<file path="src/rtl/mem_store_buffer.sv">
// Store buffer between the MEM stage and the data RAM: a FIFO of full-word stores drained one per cycle.
// Loads wait for older stores to drain; define STORE_FWD_EN to forward exact-address matches instead.
module mem_store_buffer #(
   parameter int DEPTH = 4,
   parameter int PTR_W = 2
) (
   input  logic             clk,
   input  logic             rst_n,
   input  logic             req_valid,
   output logic             req_ready,
   input  logic             req_write,
   input  logic [31:0]      req_address,
   input  logic [31:0]      req_data,
   input  logic             req_word,
   input  logic             req_sign,
   input  logic             drain_en,
   output logic             resp_valid,
   output logic [31:0]      resp_data,
   output logic [31:0]      ram_address,
   output logic [31:0]      ram_dataIn,
   output logic             ram_write,
   output logic             ram_read,
   output logic             ram_word,
   output logic             ram_sign,
   input  logic [31:0]      ram_dataOut,
   output logic [PTR_W:0]   buf_count,
   output logic             buf_empty
);

   localparam logic [PTR_W:0]   FULL_COUNT = (PTR_W+1)'(DEPTH);
   localparam logic [PTR_W:0]   ZERO_COUNT = {(PTR_W+1){1'b0}};
   localparam logic [PTR_W-1:0] PTR_ONE    = PTR_W'(1);

   logic [31:0]      addr_mem_r [DEPTH];
   logic [31:0]      data_mem_r [DEPTH];
   logic [PTR_W-1:0] wr_ptr_r;
   logic [PTR_W-1:0] rd_ptr_r;
   logic [PTR_W:0]   count_r;
   logic             resp_valid_r;
   logic [31:0]      resp_data_r;

   logic             not_empty_s;
   logic             push_s;
   logic             pop_s;
   logic             load_acc_s;
   logic             fwd_hit_s;
   logic [31:0]      fwd_data_s;

   assign not_empty_s = (count_r != ZERO_COUNT);

`ifdef STORE_FWD_EN
   function automatic logic [31:0] extend_half(input logic [15:0] half, input logic sign);
      return {{16{sign & half[15]}}, half};
   endfunction

   // Walk oldest to youngest so the youngest exact-address match wins.
   always_comb begin
      logic [PTR_W-1:0] idx_v;
      logic [31:0]      word_v;
      idx_v     = rd_ptr_r;
      word_v    = 32'd0;
      fwd_hit_s = 1'b0;
      for (int i = 0; i < DEPTH; i++) begin
         idx_v = rd_ptr_r + PTR_W'(i);
         if (((PTR_W+1)'(i) < count_r) && (addr_mem_r[idx_v] == req_address)) begin
            fwd_hit_s = 1'b1;
            word_v    = data_mem_r[idx_v];
         end else begin
            fwd_hit_s = fwd_hit_s;
         end
      end
      if (req_word) begin
         fwd_data_s = word_v;
      end else begin
         fwd_data_s = extend_half(word_v[15:0], req_sign);
      end
   end
`else
   assign fwd_hit_s  = 1'b0;
   assign fwd_data_s = 32'd0;
`endif

   // Stores need a free slot regardless of drain; loads need an empty buffer (or a forward hit).
   always_comb begin
      if (!rst_n) begin
         req_ready = 1'b0;
      end else if (req_write) begin
         req_ready = (count_r != FULL_COUNT);
      end else begin
         req_ready = !not_empty_s || fwd_hit_s;
      end
   end

   assign push_s     = req_valid && req_ready && req_write;
   assign load_acc_s = req_valid && req_ready && !req_write;
   assign pop_s      = not_empty_s && drain_en;

   // RAM port mux: the drain owns the port whenever the buffer holds anything.
   always_comb begin
      ram_address = 32'd0;
      ram_dataIn  = 32'd0;
      ram_write   = 1'b0;
      ram_read    = 1'b0;
      ram_word    = 1'b1;
      ram_sign    = 1'b0;
      if (not_empty_s) begin
         ram_address = addr_mem_r[rd_ptr_r];
         ram_dataIn  = data_mem_r[rd_ptr_r];
         ram_write   = drain_en;
      end else if (load_acc_s) begin
         ram_address = req_address;
         ram_read    = 1'b1;
         ram_word    = req_word;
         ram_sign    = req_sign;
      end else begin
         ram_write   = 1'b0;
      end
   end

   // Entry storage; stale contents are harmless because occupancy is tracked separately.
   always_ff @(posedge clk) begin
      if (push_s) begin
         addr_mem_r[wr_ptr_r] <= req_address;
         data_mem_r[wr_ptr_r] <= req_data;
      end
   end

   // Pointers and occupancy; a reset discards buffered stores.
   always_ff @(posedge clk or negedge rst_n) begin
      if (!rst_n) begin
         wr_ptr_r <= {PTR_W{1'b0}};
         rd_ptr_r <= {PTR_W{1'b0}};
         count_r  <= ZERO_COUNT;
      end else begin
         if (push_s) begin
            wr_ptr_r <= wr_ptr_r + PTR_ONE;
         end
         if (pop_s) begin
            rd_ptr_r <= rd_ptr_r + PTR_ONE;
         end
         case ({push_s, pop_s})
            2'b10:   count_r <= count_r + (PTR_W+1)'(1);
            2'b01:   count_r <= count_r - (PTR_W+1)'(1);
            default: count_r <= count_r;
         endcase
      end
   end

   // Registered load response: one-cycle valid pulse, data held between loads.
   always_ff @(posedge clk or negedge rst_n) begin
      if (!rst_n) begin
         resp_valid_r <= 1'b0;
         resp_data_r  <= 32'd0;
      end else begin
         resp_valid_r <= load_acc_s;
         if (load_acc_s) begin
            resp_data_r <= fwd_hit_s ? fwd_data_s : ram_dataOut;
         end
      end
   end

   assign resp_valid = resp_valid_r;
   assign resp_data  = resp_data_r;
   assign buf_count  = count_r;
   assign buf_empty  = !not_empty_s;

endmodule

</file>
<file path="config.mk">
export PLATFORM = sky130hd
export DESIGN_NAME = mem_store_buffer
export DESIGN_NICKNAME = d
export VERILOG_FILES = /design/src/rtl/mem_store_buffer.sv
export SDC_FILE = /design/constraint.sdc
export NUM_CORES = 1
export LEC_CHECK = 0
export CAP_MARGIN = 25
export CORE_UTILIZATION = 45
export CTS_CLUSTER_SIZE = 25
export DETAILED_ROUTE_END_ITERATION = 10
export MAX_ROUTING_LAYER = met4
export PLACE_DENSITY = 0.79
export RECOVER_POWER = 25
export SLEW_MARGIN = 0
export SYNTH_ARGS = -nofsm -noshare
export SYNTH_HDL_FRONTEND = slang
export SYNTH_SLANG_ARGS = --single-unit
</file>
<file path="constraint.sdc">
create_clock -name clk -period 3.75 [get_ports clk]
set_clock_uncertainty 0.15 [all_clocks]
set_input_delay 0.375 -clock clk [delete_from_list [all_inputs] [get_ports clk]]
set_output_delay 0.375 -clock clk [all_outputs]
set_load 0.02 [all_outputs]
</file>
-- Word-level counts from Yosys, hierarchy flattened
Memories as Yosys holds them, arrays and structs flattened.
Cells that the tools add are included.
- input bits: 103
- memory bits (writable): 256
- logic and storage cells: 37
- flip-flop bits (word level): 40
- memories: 2
- bits in latches: 0
- output and inout bits: 106
- bits in read-only memories: 0
- memory list (memory ; words ; bits a word ; read ports ; clocked after Yosys merged registers in ; wr ports ; line ; source):
    addr_mem_r ; 4 ; 32 ; 1 ; 0 ; 1 ; 34 ; logic [31:0] addr_mem_r [DEPTH];
    data_mem_r ; 4 ; 32 ; 1 ; 0 ; 1 ; 35 ; logic [31:0] data_mem_r [DEPTH];
- reduce and logical (&&, ||, !) cells: 8
- div/mod/pow operators: 0
- magnitude comparators: 0
- bitwise operators: 0
- muxes and demuxes: 15
- add/subtract/negate cells: 4
- shift-type cells: 0
- equal/unequal tests: 3
- multiply operators: 0
- operators with widths (kind ; number):
    $mux W32 ; 3
    $mux W1 ; 11
    $pmux W3 S2 ; 1
    $add A2 B1 Y2 const B ; 2
    $logic_and A1 B1 Y1 ; 4
    $add A3 B1 Y3 const B ; 1
    $ne A3 B3 Y1 const B ; 1
    $reduce_bool A3 Y1 ; 1
    $sub A3 B1 Y3 const B ; 1
    $eq A2 B1 Y1 const B ; 1
    $eq A2 B2 Y1 const B ; 1
    $logic_not A1 Y1 ; 2
    $reduce_bool A2 Y1 ; 1

-- Logic depth before layout (Yosys ltp)
- depth in word-level cells: 8
- mapped depth: 9
- depth with buffers taken out: 9

-- Worst setup path after synthesis
OpenSTA, ideal clock, no wires.
- path type: register -> register
- from: register count_r[0], in the netlist buf_count[0]
- to: memory addr_mem_r[0][0] (enable)
- setup time: 429 ps
- period minus slack after synthesis: 3141 ps
- arrival time: 2562 ps
- setup slack: 609 ps
- path buffers: 0
- required time: 3171 ps
- cell stages (with the launch flop): 4
- cell sequence: dfrtp_1 inv_1 a31oi_1 and2_1
- longest elaborated chain between the ends: 8
- elaborated cells between the ends (all ways): 9
- ends and longest elaborated chain (item ; line ; source):
    start, declared ; 38 ; logic [PTR_W:0] count_r;
    start signal, assigned ; 142 ; 2'b10: count_r <= count_r + (PTR_W+1)'(1);
    start signal, assigned ; 143 ; 2'b01: count_r <= count_r - (PTR_W+1)'(1);
    start signal, assigned ; 144 ; default: count_r <= count_r;
    $reduce_bool A3 Y1 ; 49 ; assign not_empty_s = (count_r != ZERO_COUNT);
    $logic_not A1 Y1 ; 90 ; req_ready = !not_empty_s || fwd_hit_s;
    $mux W1 (*) ; 87 ; end else if (req_write) begin
    $mux W1 (*) ; 85 ; if (!rst_n) begin
    $logic_and A1 B1 Y1 (*) (2 in series) ; 94 ; assign push_s = req_valid && req_ready && req_write;
    $mux W1 (*) ; 122 ; if (push_s) begin
    $mux W1 (not written as such) (*) ; 123 ; addr_mem_r[wr_ptr_r] <= req_address;
    end, declared ; 34 ;
Every way passes the cells marked *; elsewhere a longest branch is shown, timed or not.

-- Worst setup path after layout
- from: register count_r[2], in the netlist buf_count[2]
- to: output ram_address[28]
- longest elaborated chain between the ends: 8
- elaborated cells between the ends (all ways): 9
- ends and longest elaborated chain (item ; line ; source):
    $reduce_bool A3 Y1 ; 49 ;
    $logic_not A1 Y1 ; 90 ;
    $mux W1 ; 87 ;
    $mux W1 ; 85 ;
    $logic_and A1 B1 Y1 (2 in series) ; 95 ; assign load_acc_s = req_valid && req_ready && !req_write;
    $mux W32 ; 110 ; end else if (load_acc_s) begin
    $mux W32 (*) ; 106 ; if (not_empty_s) begin
    end, declared ; 19 ; output logic [31:0] ram_address,
Marked as above.

==> results.json <==
{
  "hpwl_mm": 14.7,
  "drc_errors": 0,
  "synthArstFlopShare_pct": 13.5,
  "vias": 5892,
  "core-area_sq_mm": 0.0246,
  "synth-seq-area-share_pct": 76.1,
  "finalPower_w": 0.0114,
  "netlist.area_leader.share_pct": 67.4,
  "cts_max_level": 1,
  "worstReg2RegStart": "buf_count[2]",
  "pwr-share-seq_pct": 37.4,
  "rows": 57,
  "ys_top_cells_by_area": "edfxtp_1 (67%), mux4_2 (13%), dfrtp_1 (8.8%), mux2_2 (3.2%), a22o_1 (2.5%)",
  "p_per_area_mw_per_mm2": 762,
  "grt_setup_unrepaired": "no",
  "worst-path-max-fanout": 41,
  "synth_ff_type": "edfxtp_1",
  "postCtsSetupRepairBufs": 0,
  "switching_power_w": 0.00344,
  "p_sw_share_pct": 30.2,
  "r2r-end": "resp_data[18]",
  "hold_ws_ns": 0.294,
  "slew_headroom_pct": 51.5,
  "crit_family": "buffers and inverters",
  "die_h_um": 161,
  "crit_path_end_kind": "primary output",
  "critical_path.cell_chain": "or3_2 -> nor3_4 -> buf_4 -> a22o_1 -> clkdlybuf4s50_1",
  "clock_path_buffers": 3,
  "tightest_slew_ns": 0.724,
  "arrival_ns": 3.03,
  "clock_sinks": 296,
  "p_int_w": 0.00795,
  "root_buffer": "clkbuf_16",
  "ys_ff_latch": 296,
  "drive_gt1_share_pct": 21.2,
  "fin_crit_sh_pct": 94.7,
  "dieArea_sq_mm": 0.0260,
  "cts_tree": "yes",
  "required_ns": 3.22,
  "clkPwrFrac_pct": 25.0,
  "timing.final.crit_period_ns": 3.55,
  "hold_path_class": "in -> async",
  "initial_core_util_pct": 46.4,
  "synth_cells": 523,
  "syn-num-nets": 632,
  "die_width_um": 161,
  "r2r_cells": 5,
  "synth_top_area_cell": "edfxtp_1",
  "finalWirelength_mm": 23.0,
  "area_growth_pct": 30.9,
  "grt_pass1_vias": 6455,
  "num_io_pins": 209,
  "drtPass1Iterations": 5,
  "grt_pass1_wl_mm": 35.9,
  "crit_slowest_cell": "clkdlybuf4s50_1",
  "leakage_nw": 5.14,
  "gr-total-overflow": 0,
  "drtIter0Drc": 279,
  "avgRoutedWirePerCell_um": 20.9,
  "fin_nets": 861,
  "fmax_mhz": 282,
  "crit_buf_inv": 2,
  "setup_tns_ns": 0,
  "hold_viol_final": 0,
  "cts_hold_buf": 1,
  "clk_pin_slew_worst_paths_ns": 0.06,
  "crit_type": "reg -> out",
  "grt_max_degree": 46,
  "yosysWarnings": 0,
  "worstSkewPairLatency_ns": 0.52,
  "finalMaxSlewViolations": 0,
  "cts_made_buffers": 29,
  "grt.total_usage_pct": 18.7,
  "ctsResizeCount": 0,
  "synth_edf_count": 256,
  "ant_nets": 0,
  "drv_cap": 0,
  "critPathMaxStageDelay_ns": 0.61,
  "start_kind": "flip-flop",
  "antenna_found_initial": 4,
  "place.port_buffers": 208,
  "syn_avg_cell_area_sq_um": 21.8,
  "synth_cell_types": 27,
  "syn_area_sq_mm": 0.0114,
  "regToRegSetupSlack_ns": 1.05,
  "finalSetupViolCount": 0,
  "peakVddDrop_mv": 0.571,
  "power_frac_comb_pct": 37.6,
  "vias_per_cell": 5.35,
  "gp_congestion": 0.855,
  "status": "completed"
}
how the worst max path moves through the flow:
stage                     depth (start not counted)         start  slack (ns)               end
after floorplan                                   3  buf_count[0]        0.61  addr_mem_r[0][0]
after global placement                            5  buf_count[2]        0.84   ram_address[28]
after detailed placement                          5  buf_count[2]        0.75          ram_sign
after CTS                                         5  buf_count[2]        0.17          ram_sign
after global routing                              5  buf_count[2]        0.08   ram_address[28]
final                                             5  buf_count[2]        0.20   ram_address[28]
power groups by stage:
stage | logic, W | clock network (W) | registers [W]
after floorplan | 0.00238 | 0 | 0.00436
after detailed placement | 0.00433 | 0 | 0.00434
after CTS | 0.00436 | 0.00291 | 0.00427
after global routing | 0.00455 | 0.00305 | 0.00431
after global placement | 0.00428 | 0 | 0.00430
final | 0.00429 | 0.00285 | 0.00425
routing by layer:
layer,vias to the layer above,track usage (%),part of all wire (%)
li1,2605,-,-
met1,3014,22.0,39
met2,224,32.8,52
met3,49,3.47,6.1
met4,0,5.23,2.5
met5,-,-,0
stage by stage:
stage          std cells  area [sq um]  worst slack (ns)  utilization [%]
2_1_floorplan        523         11400             0.609                -
3_3_place_gp        1044         14000             0.841             56.8
3_5_place_dp        1044         14000             0.746             56.8
4_1_cts             1097         14900             0.172             60.7
5_1_grt             1101         14900            0.0844             60.7
6_report            1101         14900             0.198             60.7
cell usage after synthesis (5+ instances only):
library cell    n
inv_1           7
buf_2           9
dfrtp_1        40
ha_1            5
a22o_1         32
clkbuf_1       13
and2_1         38
mux4_2         64
mux2_2         32
buf_4           6
edfxtp_1      256
kinds of logic after synthesis:
group	after synthesis	synth area share, %
flops	296	76.1
mux	98	16.0
simple gates	46	2.53
buf+inv	36	1.55
compound gates	35	2.62
xor+xnor	6	0.461
fa+ha+maj	6	0.724
sequential cells by signal, summed over array words and instances, names as in the netlist:
name        count
addr_mem_r    128
buf_count       3
data_mem_r    128
rd_ptr_r        2
resp_data      32
resp_valid      1
wr_ptr_r        2
layout make-up:
type                    instances  area (sq um)
fillers                      1758          9670
flip-flops and latches        296          8700
multi-input cells             191          2560
repair buffers                227          2300
clock buffers                  36           752
well taps                     324           405
clock inverters                16           190
inverters                       7          26.3
diodes                          4          10.0
worst min-delay path, stage by stage:
cell           delay (ns)
dlygate4sd3_1        0.53
buf_2                0.17
buf_4                0.27
placed cells by master (no fill, tap or decap), types with 2 or more instances in the layout:
cell / n
edfxtp_1: 256
and2_1: 34
inv_1: 7
clkbuf_1: 7
clkbuf_16: 29
nand3_1: 2
a22o_1: 32
dfrtp_1: 38
mux2_2: 32
and2_4: 4
xnor2_1: 3
clkinvlp_4: 3
clkdlybuf4s50_1: 162
ha_1: 5
clkinv_2: 3
dfrtp_4: 2
bufinv_16: 4
mux4_2: 64
diode_2: 4
xor2_1: 3
buf_12: 6
dlygate4sd3_1: 46
buf_4: 12
clkinv_1: 4
Power figures use the tool's default switching activity.
